File: src/rtl/flappy_engine_if.sv
// Game-engine bus: per-frame control pulses in, bird/pipe/score state out.
interface flappy_engine_if #(
  parameter int NUM_PIPES = 3
);
  logic                     frame_tick;
  logic                     flap;
  logic                     start;
  logic [1:0]               state;
  logic [9:0]               bird_y;
  logic [11*NUM_PIPES-1:0]  pipe_x;
  logic [10*NUM_PIPES-1:0]  gap_y;
  logic                     hit;
  logic [15:0]              score;

  modport master (
    output frame_tick, flap, start,
    input  state, bird_y, pipe_x, gap_y, hit, score
  );

  modport slave (
    input  frame_tick, flap, start,
    output state, bird_y, pipe_x, gap_y, hit, score
  );
endinterface

File: src/rtl/flappy_engine.sv
// Flappy-bird game state: IDLE/PLAY/DEAD FSM, bird physics, NUM_PIPES movers, collision, BCD score.
// Motion advances once per frame_tick; state transitions take 1 cycle; no backpressure.
module flappy_engine #(
  parameter int NUM_PIPES    = 3,
  parameter int SCREEN_W     = 640,
  parameter int GROUND_Y     = 440,
  parameter int BIRD_X       = 100,
  parameter int BIRD_SIZE    = 16,
  parameter int BIRD_Y0      = 200,
  parameter int PIPE_W       = 40,
  parameter int PIPE_SPACING = 240,
  parameter int PIPE_SPEED   = 2,
  parameter int GAP_H        = 120,
  parameter int GAP_MIN      = 60,
  parameter int GAP_MASK     = 255,
  parameter int GRAVITY      = 1,
  parameter int FLAP_V       = 8,
  parameter int MAX_FALL     = 8
) (
  input logic              clk,
  input logic              reset,
  flappy_engine_if.slave   bus
);

  typedef enum logic [1:0] {
    IDLE = 2'd0,
    PLAY = 2'd1,
    DEAD = 2'd2
  } state_t;

  localparam logic [10:0]        SPEED    = 11'(PIPE_SPEED);
  localparam logic [10:0]        WRAP_ADD = 11'(NUM_PIPES * PIPE_SPACING - PIPE_SPEED);
  localparam logic [9:0]         Y_MAX    = 10'(GROUND_Y - BIRD_SIZE);
  localparam logic [9:0]         Y_INIT   = 10'(BIRD_Y0);
  localparam logic [9:0]         GAP_BASE = 10'(GAP_MIN);
  localparam logic [7:0]         GMASK    = 8'(GAP_MASK);
  localparam logic signed [7:0]  V_FLAP   = 8'(-FLAP_V);
  localparam logic signed [7:0]  V_G      = 8'(GRAVITY);
  localparam logic signed [7:0]  V_MAX    = 8'(MAX_FALL);
  localparam logic [11:0]        X_LO     = 12'(BIRD_X);
  localparam logic [11:0]        X_HI     = 12'(BIRD_X + BIRD_SIZE);
  localparam logic [11:0]        PW       = 12'(PIPE_W);
  localparam logic [10:0]        BSZ      = 11'(BIRD_SIZE);
  localparam logic [10:0]        GH       = 11'(GAP_H);

  state_t             state_q, state_d;
  logic [9:0]         bird_q, bird_d;
  logic signed [7:0]  vel_q, vel_d;
  logic [10:0]        px_q [NUM_PIPES];
  logic [10:0]        px_d [NUM_PIPES];
  logic [9:0]         gap_q [NUM_PIPES];
  logic [9:0]         gap_d [NUM_PIPES];
  logic [15:0]        score_q, score_d;
  logic               latch_q, latch_d;
  logic [15:0]        lfsr_q, lfsr_d;
  logic               hit_c;

  // Candidate next-frame values, applied only on a non-fatal tick in PLAY
  logic signed [7:0]  vel_inc, vel_mv;
  logic signed [11:0] y_sum;
  logic [9:0]         bird_mv;
  logic [10:0]        px_mv [NUM_PIPES];
  logic [9:0]         gap_mv [NUM_PIPES];
  logic [15:0]        score_mv;
  logic               do_init;

  function automatic logic [10:0] init_px(input int idx);
    return 11'(SCREEN_W + idx * PIPE_SPACING);
  endfunction

  // Saturating 4-digit BCD increment
  function automatic logic [15:0] bcd_inc(input logic [15:0] s);
    logic [15:0] r;
    logic        carry;
    r     = s;
    carry = 1'b1;
    if (s == 16'h9999) return s;
    for (int d = 0; d < 4; d++) begin
      if (carry) begin
        if (r[4*d +: 4] == 4'd9) begin
          r[4*d +: 4] = 4'd0;
        end else begin
          r[4*d +: 4] = r[4*d +: 4] + 4'd1;
          carry       = 1'b0;
        end
      end
    end
    return r;
  endfunction

  always_comb begin
    hit_c = (bird_q == Y_MAX);
    for (int i = 0; i < NUM_PIPES; i++) begin
      if (({1'b0, px_q[i]} < X_HI) && ({1'b0, px_q[i]} + PW > X_LO)) begin
        if (!((bird_q >= gap_q[i]) &&
              ({1'b0, bird_q} + BSZ <= {1'b0, gap_q[i]} + GH))) begin
          hit_c = 1'b1;
        end
      end
    end
  end

  always_comb begin
    vel_inc = vel_q + V_G;
    if (latch_q || bus.flap) vel_mv = V_FLAP;
    else if (vel_inc > V_MAX) vel_mv = V_MAX;
    else vel_mv = vel_inc;

    y_sum = $signed({2'b00, bird_q}) + $signed({{4{vel_mv[7]}}, vel_mv});
    if (y_sum < 12'sd0) bird_mv = 10'd0;
    else if (y_sum > $signed({2'b00, Y_MAX})) bird_mv = Y_MAX;
    else bird_mv = y_sum[9:0];

    score_mv = score_q;
    for (int i = 0; i < NUM_PIPES; i++) begin
      if (px_q[i] < SPEED) begin
        px_mv[i]  = px_q[i] + WRAP_ADD;
        gap_mv[i] = GAP_BASE + {2'b00, lfsr_q[7:0] & GMASK};
      end else begin
        px_mv[i]  = px_q[i] - SPEED;
        gap_mv[i] = gap_q[i];
      end
      if (({1'b0, px_q[i]} + PW >= X_LO) && ({1'b0, px_mv[i]} + PW < X_LO)) begin
        score_mv = bcd_inc(score_mv);
      end
    end
  end

  always_comb begin
    state_d = state_q;
    bird_d  = bird_q;
    vel_d   = vel_q;
    px_d    = px_q;
    gap_d   = gap_q;
    score_d = score_q;
    latch_d = latch_q;
    do_init = 1'b0;
    lfsr_d  = {lfsr_q[0] ^ lfsr_q[2] ^ lfsr_q[3] ^ lfsr_q[5], lfsr_q[15:1]};

    case (state_q)
      IDLE: begin
        if (bus.start || bus.flap) begin
          state_d = PLAY;
          latch_d = 1'b0;
        end
      end
      PLAY: begin
        if (bus.frame_tick) begin
          latch_d = 1'b0;
          if (hit_c) begin
            state_d = DEAD;
          end else begin
            vel_d   = vel_mv;
            bird_d  = bird_mv;
            px_d    = px_mv;
            gap_d   = gap_mv;
            score_d = score_mv;
          end
        end else if (bus.flap) begin
          latch_d = 1'b1;
        end
      end
      DEAD: begin
        if (bus.start) begin
          state_d = IDLE;
          do_init = 1'b1;
        end
      end
      default: state_d = IDLE;
    endcase

    if (do_init) begin
      bird_d  = Y_INIT;
      vel_d   = 8'sd0;
      score_d = 16'h0000;
      latch_d = 1'b0;
      for (int i = 0; i < NUM_PIPES; i++) begin
        px_d[i]  = init_px(i);
        gap_d[i] = GAP_BASE;
      end
    end
  end

  always_ff @(posedge clk) begin
    if (reset) begin
      state_q <= IDLE;
      bird_q  <= Y_INIT;
      vel_q   <= 8'sd0;
      score_q <= 16'h0000;
      latch_q <= 1'b0;
      lfsr_q  <= 16'hACE1;
      for (int i = 0; i < NUM_PIPES; i++) begin
        px_q[i]  <= init_px(i);
        gap_q[i] <= GAP_BASE;
      end
    end else begin
      state_q <= state_d;
      bird_q  <= bird_d;
      vel_q   <= vel_d;
      score_q <= score_d;
      latch_q <= latch_d;
      lfsr_q  <= lfsr_d;
      px_q    <= px_d;
      gap_q   <= gap_d;
    end
  end

  assign bus.state  = state_q;
  assign bus.bird_y = bird_q;
  assign bus.hit    = hit_c;
  assign bus.score  = score_q;

  for (genvar g = 0; g < NUM_PIPES; g++) begin : g_pack
    assign bus.pipe_x[11*g +: 11] = px_q[g];
    assign bus.gap_y[10*g +: 10]  = gap_q[g];
  end

endmodule
File: src/flat_wrapper.sv
// flat-port wrapper written by rule: the top's interface ports become plain ports
module flappy_engine_flat 
#(
  parameter int NUM_PIPES    = 3,
  parameter int SCREEN_W     = 640,
  parameter int GROUND_Y     = 440,
  parameter int BIRD_X       = 100,
  parameter int BIRD_SIZE    = 16,
  parameter int BIRD_Y0      = 200,
  parameter int PIPE_W       = 40,
  parameter int PIPE_SPACING = 240,
  parameter int PIPE_SPEED   = 2,
  parameter int GAP_H        = 120,
  parameter int GAP_MIN      = 60,
  parameter int GAP_MASK     = 255,
  parameter int GRAVITY      = 1,
  parameter int FLAP_V       = 8,
  parameter int MAX_FALL     = 8
)
  (clk, reset, bus_frame_tick, bus_flap, bus_start, bus_state, bus_bird_y, bus_pipe_x, bus_gap_y, bus_hit, bus_score);
  flappy_engine_if #(.NUM_PIPES(NUM_PIPES)) bus_i ();
  input logic clk;
  input logic reset;
  input wire logic [$bits(bus_i.frame_tick)-1:0] bus_frame_tick;
  input wire logic [$bits(bus_i.flap)-1:0] bus_flap;
  input wire logic [$bits(bus_i.start)-1:0] bus_start;
  output wire logic [$bits(bus_i.state)-1:0] bus_state;
  output wire logic [$bits(bus_i.bird_y)-1:0] bus_bird_y;
  output wire logic [$bits(bus_i.pipe_x)-1:0] bus_pipe_x;
  output wire logic [$bits(bus_i.gap_y)-1:0] bus_gap_y;
  output wire logic [$bits(bus_i.hit)-1:0] bus_hit;
  output wire logic [$bits(bus_i.score)-1:0] bus_score;
  assign bus_i.frame_tick = bus_frame_tick;
  assign bus_i.flap = bus_flap;
  assign bus_i.start = bus_start;
  assign bus_state = bus_i.state;
  assign bus_bird_y = bus_i.bird_y;
  assign bus_pipe_x = bus_i.pipe_x;
  assign bus_gap_y = bus_i.gap_y;
  assign bus_hit = bus_i.hit;
  assign bus_score = bus_i.score;
  flappy_engine #(.NUM_PIPES(NUM_PIPES), .SCREEN_W(SCREEN_W), .GROUND_Y(GROUND_Y), .BIRD_X(BIRD_X), .BIRD_SIZE(BIRD_SIZE), .BIRD_Y0(BIRD_Y0), .PIPE_W(PIPE_W), .PIPE_SPACING(PIPE_SPACING), .PIPE_SPEED(PIPE_SPEED), .GAP_H(GAP_H), .GAP_MIN(GAP_MIN), .GAP_MASK(GAP_MASK), .GRAVITY(GRAVITY), .FLAP_V(FLAP_V), .MAX_FALL(MAX_FALL)) u_core (.clk(clk), .reset(reset), .bus(bus_i));
endmodule
File: config.mk
export PLATFORM = sky130hd
export DESIGN_NAME = flappy_engine_flat
export DESIGN_NICKNAME = d
export VERILOG_FILES = /design/src/rtl/flappy_engine_if.sv /design/src/rtl/flappy_engine.sv /design/src/flat_wrapper.sv
export SDC_FILE = /design/constraint.sdc
export NUM_CORES = 1
export LEC_CHECK = 0
export CAP_MARGIN = 20
export CORE_ASPECT_RATIO = 0.6
export CORE_MARGIN = 5
export CORE_UTILIZATION = 39
export CTS_BUF_LIST = sky130_fd_sc_hd__clkbuf_2 sky130_fd_sc_hd__clkbuf_4 sky130_fd_sc_hd__clkbuf_8
export DETAILED_ROUTE_END_ITERATION = 8
export GPL_ROUTABILITY_DRIVEN = 0
export MAX_ROUTING_LAYER = met4
export PLACE_DENSITY_LB_ADDON = 0.1
export SLEW_MARGIN = 20
export SYNTH_ARGS = -nofsm -noshare
export SYNTH_HDL_FRONTEND = slang
export SYNTH_SLANG_ARGS = --single-unit
File: constraint.sdc
create_clock -name clk -period 8.5 [get_ports clk]
set_input_delay 1.275 -clock clk [delete_from_list [all_inputs] [get_ports clk]]
set_output_delay 1.275 -clock clk [all_outputs]
set_load 0.02 [all_outputs]
==> run summary <==
The min-delay analysis places its worst path in the category reg2reg. After detailed routing, the number of vias per cell comes to 5.630. The y dimension of the die is 127.9 um, and the largest net degree at the start of global routing is 56.

The run gives 0.1416 GHz as the highest clock frequency the design can meet. TritonCTS built the clock tree. Period utilization: 83.11%.

Leading register cell type out of synthesis: sky130_fd_sc_hd__dfxtp_1. The endpoint identified for the worst register-to-register timing path is u_core.bus.score[7]$_SDFFE_PP0P_. The die is 206.4 um wide.

Netlist area before placement: 9029 um^2. The worst register-to-register path begins at u_core.bus.pipe_x[3]$_SDFFE_PP0P_. The number of primary I/O pins was 97; the leakage power of the design was 0.004063 uW.

The setup path with the least slack is of type reg2reg. The tools report the net count reported at finish as 1,294. In this run the number of H-tree levels came out at 3. The growth of design area from synthesis to finish was 14.37%; the worst hold slack after final layout was 0.4215 ns.

0 antenna diodes ended up in the layout. The register bit total from synthesis is 110. The longest clock path from root to sink contains 2 buffers. The initial utilization of the core area, before any placement, comes to 39.39%. The overall die area was 26,390 um^2; the number of cell rows was 43.

Count of cells resized by post-cts repair: 0. Counting distinct cell types in the post-synthesis netlist gives 95. Power density over the cells: 135.7 nW/um^2.

The run finished with clean final reports. By count the netlist is led by 126 x sky130_fd_sc_hd__nand2_1, 110 x sky130_fd_sc_hd__dfxtp_1, 86 x sky130_fd_sc_hd__ha_1, 84 x sky130_fd_sc_hd__nor2_1, 74 x sky130_fd_sc_hd__inv_1. In this run the standard cell core region covers 22,920 um^2. The setup check on the worst reg-to-reg path leaves a slack of 1.44 ns. Data on the critical path arrives at its endpoint at 7.40 ns.

The endpoint type of the worst setup path was a flop. The run gives 45.05% as the core utilization of the finished layout. Worst hold path stage count: 1. The worst register-to-register path has a depth of 22.

The largest total area in the synthesized netlist belongs to sky130_fd_sc_hd__dfxtp_1. Final wirelength: 27,500 um. The number of buffers inserted for hold repair after clock tree synthesis was 0; the residual overflow from global routing was 0. The worst hold path terminates at u_core.lfsr_q[7]$_SDFF_PP1_. VDD sags by at most 0.00007979 V. The number of antenna violations at the first check in global routing is 0, and the number of buffers added on ports is 90.

The mean post-synth cell area is 7.817 um^2, and the synthesized instance count is 1,155. Ranked by total cell area, the synthesized netlist is headed by sky130_fd_sc_hd__dfxtp_1 24%, sky130_fd_sc_hd__ha_1 12%, sky130_fd_sc_hd__nand2_1 5.2%, sky130_fd_sc_hd__xnor2_1 4.9%, sky130_fd_sc_hd__a21oi_1 3.8%. Yosys instantiated no cell more often than sky130_fd_sc_hd__nand2_1.

Max-cap violations in this run came to 0. The clock arrives with 0.01576 ns of skew. Setup violations remaining at the end of the flow were counted as 0. The run gives 21.38% as the global-route usage over all layers. For the final hold violation count, the log shows 0. The run gives 43.36% as the tightest slew margin relative to the limit.

The number of clock buffers added by TritonCTS is 9. Setup slack on the critical path of the routed design comes to 1.436 ns. In this run the remaining antenna-violating nets after routing total 0. Counting flops with an async set or reset pin after synthesis yields a share of 0%. Once placement finished, the instance area stood at 10,100 um^2. STA classifies the critical path startpoint as a flop. Setup repair after global routing left no endpoint under its margin.

Sequential elements use 24.39% of the synthesized area. The tools report the root buffer selected by CTS as sky130_fd_sc_hd__clkbuf_8. The area of all placed cells without fillers was 10,330 um^2; the worst-margin pin slew was 0.8450 ns. Of the cells placed in the final design, the portion with a size suffix greater than 1 is 5.137%. The logs give 1.647 ns for the pre-CTS setup slack and 8,569 for the count of vias placed by the detailed router. In this run the most critical hold path is launched from u_core.lfsr_q[8]$_SDFF_PP0_. For the number of synthesis warnings, the log shows 0. The tools report the number of DRC markers in iteration 0 as 705. The run gives 43,790 um as the wire length of the first global-routing pass.

The sum of net half-perimeters after detailed placement came out at 21,050 um. The first detailed-routing pass ran for 5 iterations. Share of the synthesized area in the top cell type: 24.39%.

In the routed design, unresolved DRC markers number 0. For the worst setup path, the data required time is 8.84 ns. The time the worst path needs with I/O delays and setup is 7.064 ns, and the clock insertion delay at the later pin of the skew report is 0.41 ns.

The clock-pin slew on the worst setup and hold paths is 0.13 ns, and the number of clock sinks seen by CTS is 110. The largest driver fanout on the critical path is 12. Count of buffers added by post-CTS timing repair for setup: 0. In the final routed layout, each cell accounts on average for 18.07 um. The via count of the first global-routing pass was 7,553; the summed negative setup slack over all endpoints was 0 ns. The number of synthesized flops with an enable pin is 0. The tools report the max-slew violation total from the final report as 0.
## sequential cells by signal, indices dropped and copies added (netlist names)
signal / count
u_core.lfsr_q: 16
u_core.bus.score: 16
u_core.bus.state: 2
u_core.bus.gap_y: 27
u_core.latch_q: 1
u_core.bus.bird_y: 10
u_core.bus.pipe_x: 30
u_core.vel_q: 8
## final cells by class
| type | instances | area [um^2] |
|---|---|---|
| clock buffer | 9 | 123.9 |
| timing repair buffer | 95 | 938.4 |
| multi-input combinational | 912 | 6292 |
| inverter | 74 | 277.8 |
| clock inverter | 7 | 97.59 |
| tap | 315 | 394.1 |
| fill | 2282 | 12590 |
| sequential | 110 | 2202 |
## logic make-up after synthesis
| kind of cell | after synthesis | share of synthesized area (%) |
|---|---|---|
| AO/OA/AOI/OAI | 276 | 21.30 |
| buffers and inverters | 138 | 6.194 |
| AND/OR/NAND/NOR | 445 | 25.57 |
| multiplexers | 21 | 2.716 |
| XOR/XNOR | 76 | 7.525 |
| flip-flops | 110 | 24.39 |
| other | 1 | 0.04153 |
| adder cells (fa/ha/maj) | 88 | 12.26 |
## critical path, stage by stage (launching register included)
cell                       delay (ns)
sky130_fd_sc_hd__dfxtp_1         0.63
sky130_fd_sc_hd__inv_1           0.19
sky130_fd_sc_hd__ha_1            0.25
sky130_fd_sc_hd__nand2b_1        0.18
sky130_fd_sc_hd__nand4_1         0.23
sky130_fd_sc_hd__xnor2_1         0.34
sky130_fd_sc_hd__xnor2_1         0.19
sky130_fd_sc_hd__ha_1            0.27
sky130_fd_sc_hd__nand3b_1        0.21
sky130_fd_sc_hd__nand2_1         0.12
sky130_fd_sc_hd__o221ai_2        0.12
sky130_fd_sc_hd__a311o_1         0.34
sky130_fd_sc_hd__nor3_2          0.65
sky130_fd_sc_hd__xor2_1          0.44
sky130_fd_sc_hd__ha_1            0.23
sky130_fd_sc_hd__and4b_1         0.32
sky130_fd_sc_hd__a22oi_4         0.14
sky130_fd_sc_hd__o311ai_1        0.43
sky130_fd_sc_hd__o211ai_1        0.34
sky130_fd_sc_hd__nor4_4          0.51
sky130_fd_sc_hd__a32oi_1         0.19
sky130_fd_sc_hd__or4_1           0.49
sky130_fd_sc_hd__a31oi_1         0.18
## power by group
group	total (uW)	switching (uW)	leakage, uW	internal [uW]
Sequential	587	49.4	0.000896	537
Clock	370	223	0.000113	148
Combinational	444	264	0.00305	180
## worst max-delay path by stage
stage | cells after the start | startpoint | end | slack [ns]
4_1_cts | 22 | u_core.bus.pipe_x[3]$_SDFFE_PP0P_ | u_core.bus.score[7]$_SDFFE_PP0P_ | 1.54
6_report | 22 | u_core.bus.pipe_x[3]$_SDFFE_PP0P_ | u_core.bus.score[7]$_SDFFE_PP0P_ | 1.44
3_3_place_gp | 25 | u_core.bus.pipe_x[3]$_SDFFE_PP0P_ | u_core.bus.score[9]$_SDFFE_PP0P_ | 1.93
3_5_place_dp | 22 | u_core.bus.pipe_x[3]$_SDFFE_PP0P_ | u_core.bus.score[7]$_SDFFE_PP0P_ | 1.65
5_1_grt | 22 | u_core.bus.pipe_x[3]$_SDFFE_PP0P_ | u_core.bus.score[7]$_SDFFE_PP0P_ | 0.74
2_1_floorplan | 27 | u_core.bus.pipe_x[3]$_SDFFE_PP0P_ | u_core.bus.score[9]$_SDFFE_PP0P_ | 2.12
## routing by layer
layer  vias up  GRT usage, %  wire length (um)
met5         -             -                 0
met4         0         2.658               133
met3        16         3.641              1941
li1       4253             -                 -
met2       276         26.43             10040
met1      4024         35.60             15380
## cells in the final DEF, fill, tap and decap left out, types with 17 or more instances in the layout
master / count
sky130_fd_sc_hd__and3_1: 17
sky130_fd_sc_hd__nor2_1: 84
sky130_fd_sc_hd__dfxtp_1: 110
sky130_fd_sc_hd__o211ai_1: 28
sky130_fd_sc_hd__xor2_1: 24
sky130_fd_sc_hd__nor3_1: 31
sky130_fd_sc_hd__ha_1: 86
sky130_fd_sc_hd__nor2b_1: 22
sky130_fd_sc_hd__o21ai_0: 43
sky130_fd_sc_hd__nand2_1: 126
sky130_fd_sc_hd__a211oi_1: 18
sky130_fd_sc_hd__xnor2_1: 51
sky130_fd_sc_hd__a21oi_1: 68
sky130_fd_sc_hd__nand3_1: 42
sky130_fd_sc_hd__inv_1: 74
sky130_fd_sc_hd__clkdlybuf4s50_1: 90
## stage by stage
stage / cells / total power, uW
after floorplan: 1160 / 908.7
after global placement: 1506 / 1033
after detailed placement: 1506 / 1035
after CTS: 1522 / 1411
after global routing: 1522 / 1489
final: 1522 / 1401
Power figures use the tool's default switching activity.
